<file path="src/rtl/detect_capture_fifo.sv">
// detect_capture_fifo: captures detector strobes into a FIFO drained over an AXI-lite slave
// Ports: clk, res_n (async active-low), sig/data capture input, s_axi_* AXI-lite slave,
//        full/ovf registered status. Optional DETECT_CAPTURE_TSTAMP_EN adds per-entry timestamps.
`ifndef AXI_DATA_WIDTH
`define AXI_DATA_WIDTH 32
`endif
`ifndef RESP_OKAY
`define RESP_OKAY 2'b00
`endif
module detect_capture_fifo #(
  parameter int DEPTH        = 16,
  parameter bit EDGE_CAPTURE = 1'b0
) (
  input  logic                       clk,
  input  logic                       res_n,
  input  logic                       sig,
  input  logic [`AXI_DATA_WIDTH-1:0] data,
  input  logic [31:0]                s_axi_araddr_i,
  input  logic                       s_axi_arvalid_i,
  output logic                       s_axi_arready_o,
  output logic [`AXI_DATA_WIDTH-1:0] s_axi_rdata_o,
  output logic [1:0]                 s_axi_rresp_o,
  output logic                       s_axi_rvalid_o,
  input  logic                       s_axi_rready_i,
  input  logic [31:0]                s_axi_awaddr_i,
  input  logic                       s_axi_awvalid_i,
  output logic                       s_axi_awready_o,
  input  logic [`AXI_DATA_WIDTH-1:0] s_axi_wdata_i,
  input  logic                       s_axi_wvalid_i,
  output logic                       s_axi_wready_o,
  output logic [1:0]                 s_axi_bresp_o,
  output logic                       s_axi_bvalid_o,
  input  logic                       s_axi_bready_i,
  output logic                       full,
  output logic                       ovf
);
  localparam int DW = `AXI_DATA_WIDTH;
  localparam int AW = $clog2(DEPTH);
  localparam int CW = AW + 1;
  typedef enum logic {R_IDLE, R_RESP} r_state_t;
  typedef enum logic {W_IDLE, W_RESP} w_state_t;
  r_state_t rs_q;
  w_state_t ws_q;
  logic [DW-1:0] mem [DEPTH];
  logic [AW-1:0] wp_q, rp_q;
  logic [CW-1:0] cnt_q, cnt_d;
  logic [DW-1:0] rdata_q, rdata_d, wdata_q, wdata_d, ts_rd;
  logic [1:0] awaddr_q, waddr, raddr;
  logic sig_q, ovf_q, ovf_d, full_q, arready_q, rvalid_q, awready_q, wready_q, bvalid_q, aw_q, w_q;
  logic ar_hs, aw_hs, w_hs, aw_d, w_d, wr_en, push, pop, accept, drop, flush, clr, empty;
  logic unused_ok;
  assign raddr   = s_axi_araddr_i[3:2];
  assign ar_hs   = rs_q == R_IDLE && s_axi_arvalid_i && arready_q;
  assign aw_hs   = ws_q == W_IDLE && s_axi_awvalid_i && awready_q;
  assign w_hs    = ws_q == W_IDLE && s_axi_wvalid_i && wready_q;
  assign aw_d    = aw_q || aw_hs;
  assign w_d     = w_q || w_hs;
  // the write takes effect in the cycle the second of AW/W is latched
  assign wr_en   = ws_q == W_IDLE && aw_d && w_d;
  assign waddr   = aw_hs ? s_axi_awaddr_i[3:2] : awaddr_q;
  assign wdata_d = w_hs ? s_axi_wdata_i : wdata_q;
  assign flush   = wr_en && waddr == 2'd1 && wdata_d[31];
  assign clr     = wr_en && waddr == 2'd1 && wdata_d[18];
  assign empty   = cnt_q == '0;
  assign push    = sig && (!EDGE_CAPTURE || !sig_q);
  assign pop     = ar_hs && raddr == 2'd0 && !empty;
  assign accept  = push && (!full_q || pop);
  assign drop    = push && full_q && !pop;
  // flush suppresses the overflow of a concurrent push; a new overflow beats a clear
  assign ovf_d   = (drop && !flush) || (ovf_q && !clr);
  assign cnt_d   = flush ? '0 : cnt_q + CW'(accept) - CW'(pop);
  assign rdata_d = raddr == 2'd0 ? (empty ? '0 : mem[rp_q]) :
                   raddr == 2'd1 ? DW'({13'b0, ovf_q, full_q, empty, 16'(cnt_q)}) :
                   raddr == 2'd2 ? ts_rd : '0;
  assign s_axi_arready_o = arready_q;
  assign s_axi_rvalid_o  = rvalid_q;
  assign s_axi_rdata_o   = rdata_q;
  assign s_axi_rresp_o   = `RESP_OKAY;
  assign s_axi_awready_o = awready_q;
  assign s_axi_wready_o  = wready_q;
  assign s_axi_bvalid_o  = bvalid_q;
  assign s_axi_bresp_o   = `RESP_OKAY;
  assign full            = full_q;
  assign ovf             = ovf_q;
  assign unused_ok = ^{s_axi_araddr_i[31:4], s_axi_araddr_i[1:0], s_axi_awaddr_i[31:4],
                       s_axi_awaddr_i[1:0], wdata_d[30:19], wdata_d[17:0]};
  always_ff @(posedge clk) if (accept) mem[wp_q] <= data;
  always_ff @(posedge clk or negedge res_n) begin
    if (!res_n) begin
      wp_q   <= '0;
      rp_q   <= '0;
      cnt_q  <= '0;
      sig_q  <= 1'b0;
      ovf_q  <= 1'b0;
      full_q <= 1'b0;
    end else begin
      wp_q   <= flush ? '0 : wp_q + AW'(accept);
      rp_q   <= flush ? '0 : rp_q + AW'(pop);
      cnt_q  <= cnt_d;
      sig_q  <= sig;
      ovf_q  <= ovf_d;
      full_q <= cnt_d == CW'(DEPTH);
    end
  end
  always_ff @(posedge clk or negedge res_n) begin
    if (!res_n) begin
      rs_q      <= R_IDLE;
      arready_q <= 1'b0;
      rvalid_q  <= 1'b0;
      rdata_q   <= '0;
    end else if (rs_q == R_IDLE) begin
      arready_q <= !ar_hs;
      if (ar_hs) begin
        rdata_q  <= rdata_d;
        rvalid_q <= 1'b1;
        rs_q     <= R_RESP;
      end
    end else if (s_axi_rready_i) begin
      rvalid_q  <= 1'b0;
      arready_q <= 1'b1;
      rs_q      <= R_IDLE;
    end
  end
  always_ff @(posedge clk or negedge res_n) begin
    if (!res_n) begin
      ws_q      <= W_IDLE;
      awready_q <= 1'b0;
      wready_q  <= 1'b0;
      bvalid_q  <= 1'b0;
      aw_q      <= 1'b0;
      w_q       <= 1'b0;
      awaddr_q  <= '0;
      wdata_q   <= '0;
    end else if (ws_q == W_IDLE) begin
      if (aw_hs) awaddr_q <= s_axi_awaddr_i[3:2];
      if (w_hs) wdata_q <= s_axi_wdata_i;
      aw_q      <= aw_d && !wr_en;
      w_q       <= w_d && !wr_en;
      awready_q <= !aw_d;
      wready_q  <= !w_d;
      if (wr_en) begin
        bvalid_q <= 1'b1;
        ws_q     <= W_RESP;
      end
    end else if (s_axi_bready_i) begin
      bvalid_q  <= 1'b0;
      awready_q <= 1'b1;
      wready_q  <= 1'b1;
      ws_q      <= W_IDLE;
    end
  end
`ifdef DETECT_CAPTURE_TSTAMP_EN
  logic [31:0] tmem [DEPTH];
  logic [31:0] tcnt_q, ts_q;
  always_ff @(posedge clk) if (accept) tmem[wp_q] <= tcnt_q;
  always_ff @(posedge clk or negedge res_n) begin
    if (!res_n) begin
      tcnt_q <= '0;
      ts_q   <= '0;
    end else begin
      tcnt_q <= tcnt_q + 32'd1;
      if (pop) ts_q <= tmem[rp_q];
    end
  end
  assign ts_rd = DW'(ts_q);
`else
  assign ts_rd = '0;
`endif
endmodule
</file>
<file path="config.mk">
export PLATFORM = sky130hd
export DESIGN_NAME = detect_capture_fifo
export DESIGN_NICKNAME = d
export VERILOG_FILES = /design/src/rtl/detect_capture_fifo.sv
export SDC_FILE = /design/constraint.sdc
export NUM_CORES = 1
export LEC_CHECK = 0
export ABC_AREA = 0
export BUFFER_PORTS_ARGS = -buffer_cell sky130_fd_sc_hd__clkbuf_2
export CAP_MARGIN = 10
export CORE_MARGIN = 2
export CORE_UTILIZATION = 35
export CTS_CLUSTER_DIAMETER = 120
export DETAILED_ROUTE_END_ITERATION = 8
export GPL_ROUTABILITY_DRIVEN = 1
export SLEW_MARGIN = 25
export SYNTH_ARGS = -nofsm -noshare
export SYNTH_HDL_FRONTEND = slang
export SYNTH_SLANG_ARGS = --single-unit
</file>
<file path="constraint.sdc">
create_clock -name clk -period 8.7 [get_ports clk]
set_input_delay 0.435 -clock clk [delete_from_list [all_inputs] [get_ports clk]]
set_output_delay 0.435 -clock clk [all_outputs]
set_load 0.005 [all_outputs]
</file>
==> reports/qor.txt <==
status: finished, final reports clean
R2R cell count: 13
DRT Wirelength: 48.0 mm
min cycle time layout: 4160 ps
Min-Delay Endpoint: rs_q$_DFF_PN0_
Cell Chain, Critical Path: nand3b_4 > or4_2 > buf_4 > inv_1 > ha_1 > inv_1 > ha_1 > inv_1 > fa_1 > nand2b_1 > a21oi_1 > o21ai_0 > a2111oi_0
pin count of the biggest net entering global routing: 64
latest clock arrival within the worst-skew pair: 620 ps
startpoint types: flop
Worst-Margin Slew: 997 ps
DR WL/cell: 23.7 um
Chip Width: 253 um
Hold Crit Class: input port to flop
Worst-path clk slew: 60 ps
worst r2r dst: full$_DFF_PN0_
initial antenna violation count: 2
Post-Syn Area: 0.0218 mm2
CP dominant cell by count: inv_1
endpoints failing setup: 0
register bit total from synthesis: 572
Mapped Cells: 1,017
peak supply drop: 221 uV
crit path kind: flop to flop
DIE AREA: 0.0642 mm2
critical register-to-register path startpoint: rs_q$_DFF_PN0_
Reg2Reg Setup Slack: 4540 ps
Leak: 8.55 nW
Max Cap Violations: 0
GRT Residual Overflow: 0
CTS Buf Count: 58
number of remaining DRC errors: 0
DR pass1 iterations: 5
Syn. warnings: 0
Distinct cells, synth: 42
Crit. End Element: flop
final setup skew: 29.6 ps
fin crit share: 0.479
RSZ-0062 raised after global routing: no
Max Root-Sink Buffers: 3
min-delay src: s_axi_rready_i
gpl congestion: 0.705
nets: 1,284
P&R area growth vs syn: 16.6%
drt first-iter violations: 936
H-tree depth: 2
post-DR vias/cell: 5.14
CP Max Fanout: 36
diodes inserted: 0
first-pass GRT wire length: 70.8 mm
Core Area: 0.0616 mm2
count of final max-slew check failures: 0
fillcell total: 5,351
Final ANT Viol Nets: 0
Synth Area per Inst: 21.4 um2
Sink Count: 572
Detailed Place HPWL: 25.4 mm
critical path arrival: 4630 ps
Fmax: 240 MHz
Worst Path Required: 9160 ps
gr usage total: 0.152
TritonCTS clock tree: yes
Initial Utilization: 0.353
via count: 10,413
critical path's slowest cell: or4_2
I/O pin count: 179
ys async rst share: 0.105
Max-slew headroom: 0.335
EDFF count, synth: 512
pre-CTS setup slack: 4430 ps
Chip Height: 253 um
commonest non-fill, non-tap cell in the layout: edfxtp_1
Root Buffer: clkbuf_16
worst hold path depth: 2
most frequent cells in the layout: edfxtp_1 (512), mux4_2 (128), clkbuf_2 (83), clkbuf_16 (59), dfrtp_1 (58)
Fin. Hold Viols: 0
Setup TNS: 0 ps
Final WS setup: 4540 ps
number of global-route vias before repair: 10,759
ratio of cells with drive above 1 in the final layout: 0.307
hold slack: 45.0 ps
sequential element share of the synthesized area: 0.776
Pwr Density: 313 mW/mm2
slowest stage delay, CP: 730 ps
ys flop type: edfxtp_1
cts repair resizes: 0
FP Rows: 91
number of I/O port buffers: 84
-- where the power goes --
part	switching (mW)	total (mW)	internal, mW
logic	0.972	1.81	0.842
clock network	1.05	2.56	1.51
registers	0.179	3.58	3.40
-- cell usage after synthesis (2+ instances only) --
| master | count | share of area |
|---|---|---|
| mux2_2 | 4 | 0.0021 |
| clkbuf_1 | 24 | 0.0041 |
| buf_1 | 12 | 0.0021 |
| nand2b_1 | 6 | 0.0017 |
| nor4b_1 | 2 | 0.00081 |
| nor2b_1 | 10 | 0.0029 |
| nor3_1 | 3 | 0.00069 |
| o22ai_1 | 7 | 0.0020 |
| o21ai_0 | 2 | 0.00046 |
| xnor2_1 | 2 | 0.00081 |
| buf_2 | 15 | 0.0034 |
| and3_1 | 3 | 0.00086 |
| nand4b_1 | 2 | 0.00081 |
| nand3_1 | 5 | 0.0011 |
| inv_1 | 11 | 0.0019 |
| edfxtp_1 | 512 | 0.71 |
| xor2_1 | 5 | 0.0020 |
| nand2_1 | 10 | 0.0017 |
| a22oi_1 | 50 | 0.017 |
| buf_6 | 3 | 0.0016 |
| nor2_1 | 31 | 0.0053 |
| a21oi_1 | 38 | 0.0087 |
| mux4_2 | 128 | 0.13 |
| buf_4 | 4 | 0.0014 |
| ha_1 | 10 | 0.0058 |
| a221oi_1 | 7 | 0.0028 |
| nor3b_1 | 4 | 0.0014 |
| a21o_1 | 25 | 0.0086 |
| a22o_1 | 7 | 0.0028 |
| nand3b_1 | 4 | 0.0014 |
| dfrtp_1 | 60 | 0.069 |
-- registers in the layout, indices dropped and copies added (netlist names) --
name	count
aw_q	1
rs_q	1
full	1
s_axi_wready_o	1
s_axi_rdata_o	32
s_axi_awready_o	1
ws_q	1
s_axi_bvalid_o	1
awaddr_q	2
wdata_q	2
rp_q	4
ovf	1
cnt_q	5
s_axi_rvalid_o	1
wp_q	4
mem	512
w_q	1
s_axi_arready_o	1
-- routing by layer --
| layer | part of all wire | GRT usage |
|---|---|---|
| met5 | 0.00050 | 0 |
| met2 | 0.47 | 0.237 |
| met1 | 0.45 | 0.217 |
| met4 | 0.021 | 0.0448 |
| met3 | 0.061 | 0.0269 |
-- how the worst max path moves through the flow --
stage / startpoint / end / slack [ps] / depth (start not counted)
6_report: rs_q$_DFF_PN0_ / full$_DFF_PN0_ / 4540 / 13
5_1_grt: rs_q$_DFF_PN0_ / full$_DFF_PN0_ / 4210 / 13
4_1_cts: rs_q$_DFF_PN0_ / full$_DFF_PN0_ / 4480 / 13
3_3_place_gp: s_axi_arvalid_i / full$_DFF_PN0_ / 4460 / 14
2_1_floorplan: cnt_q[2]$_DFF_PN0_ / mem[10][0]$_DFFE_PP_ / 3560 / 5
3_5_place_dp: s_axi_arvalid_i / full$_DFF_PN0_ / 4430 / 14
-- worst max-delay path, delay by kind of cell, from the launching register on --
kind	cells	cell delay, ps
buf+inv	4	620
flops	1	400
compound gates	3	730
simple gates	3	1450
fa+ha+maj	3	820
-- cell families (layout without fill, tap and decap cells) --
logic type | after synthesis | after routing | share of synthesized area
XOR/XNOR | 7 | 7 | 0.00282
buffers and inverters | 69 | 236 | 0.0145
AO/OA/AOI/OAI | 140 | 140 | 0.0447
flip-flops | 572 | 572 | 0.776
adder cells (fa/ha/maj) | 11 | 11 | 0.00667
other | 1 | 4 | 0.000172
multiplexers | 133 | 133 | 0.135
AND/OR/NAND/NOR | 84 | 84 | 0.0206
-- through the flow --
stage,util,power [mW],std cells,instance area [um2]
finish,0.412,7.95,2024,25400
floorplan,-,4.87,1020,21800
global placement,0.379,5.44,1912,23300
detailed placement,0.379,5.48,1912,23300
CTS,0.411,8.05,2022,25300
global route,0.412,8.33,2024,25400
-- cell type report --
class,instances,area [um2],share of cell area
well taps,837,1050,0.0413
repair buffers,115,682,0.0269
flip-flops and latches,572,16900,0.666
inverters,11,41.3,0.00163
clock inverters,38,447,0.0176
multi-input cells,379,4710,0.186
clock buffers,72,1560,0.0613
-- what timing repair did --
action,4_1_cts,5_1_grt
buffers inserted,0,0
endpoints found under the hold margin,0,60
hold buffers,0,1
endpoints found under the setup margin,0,0
Power figures use the tool's default switching activity.
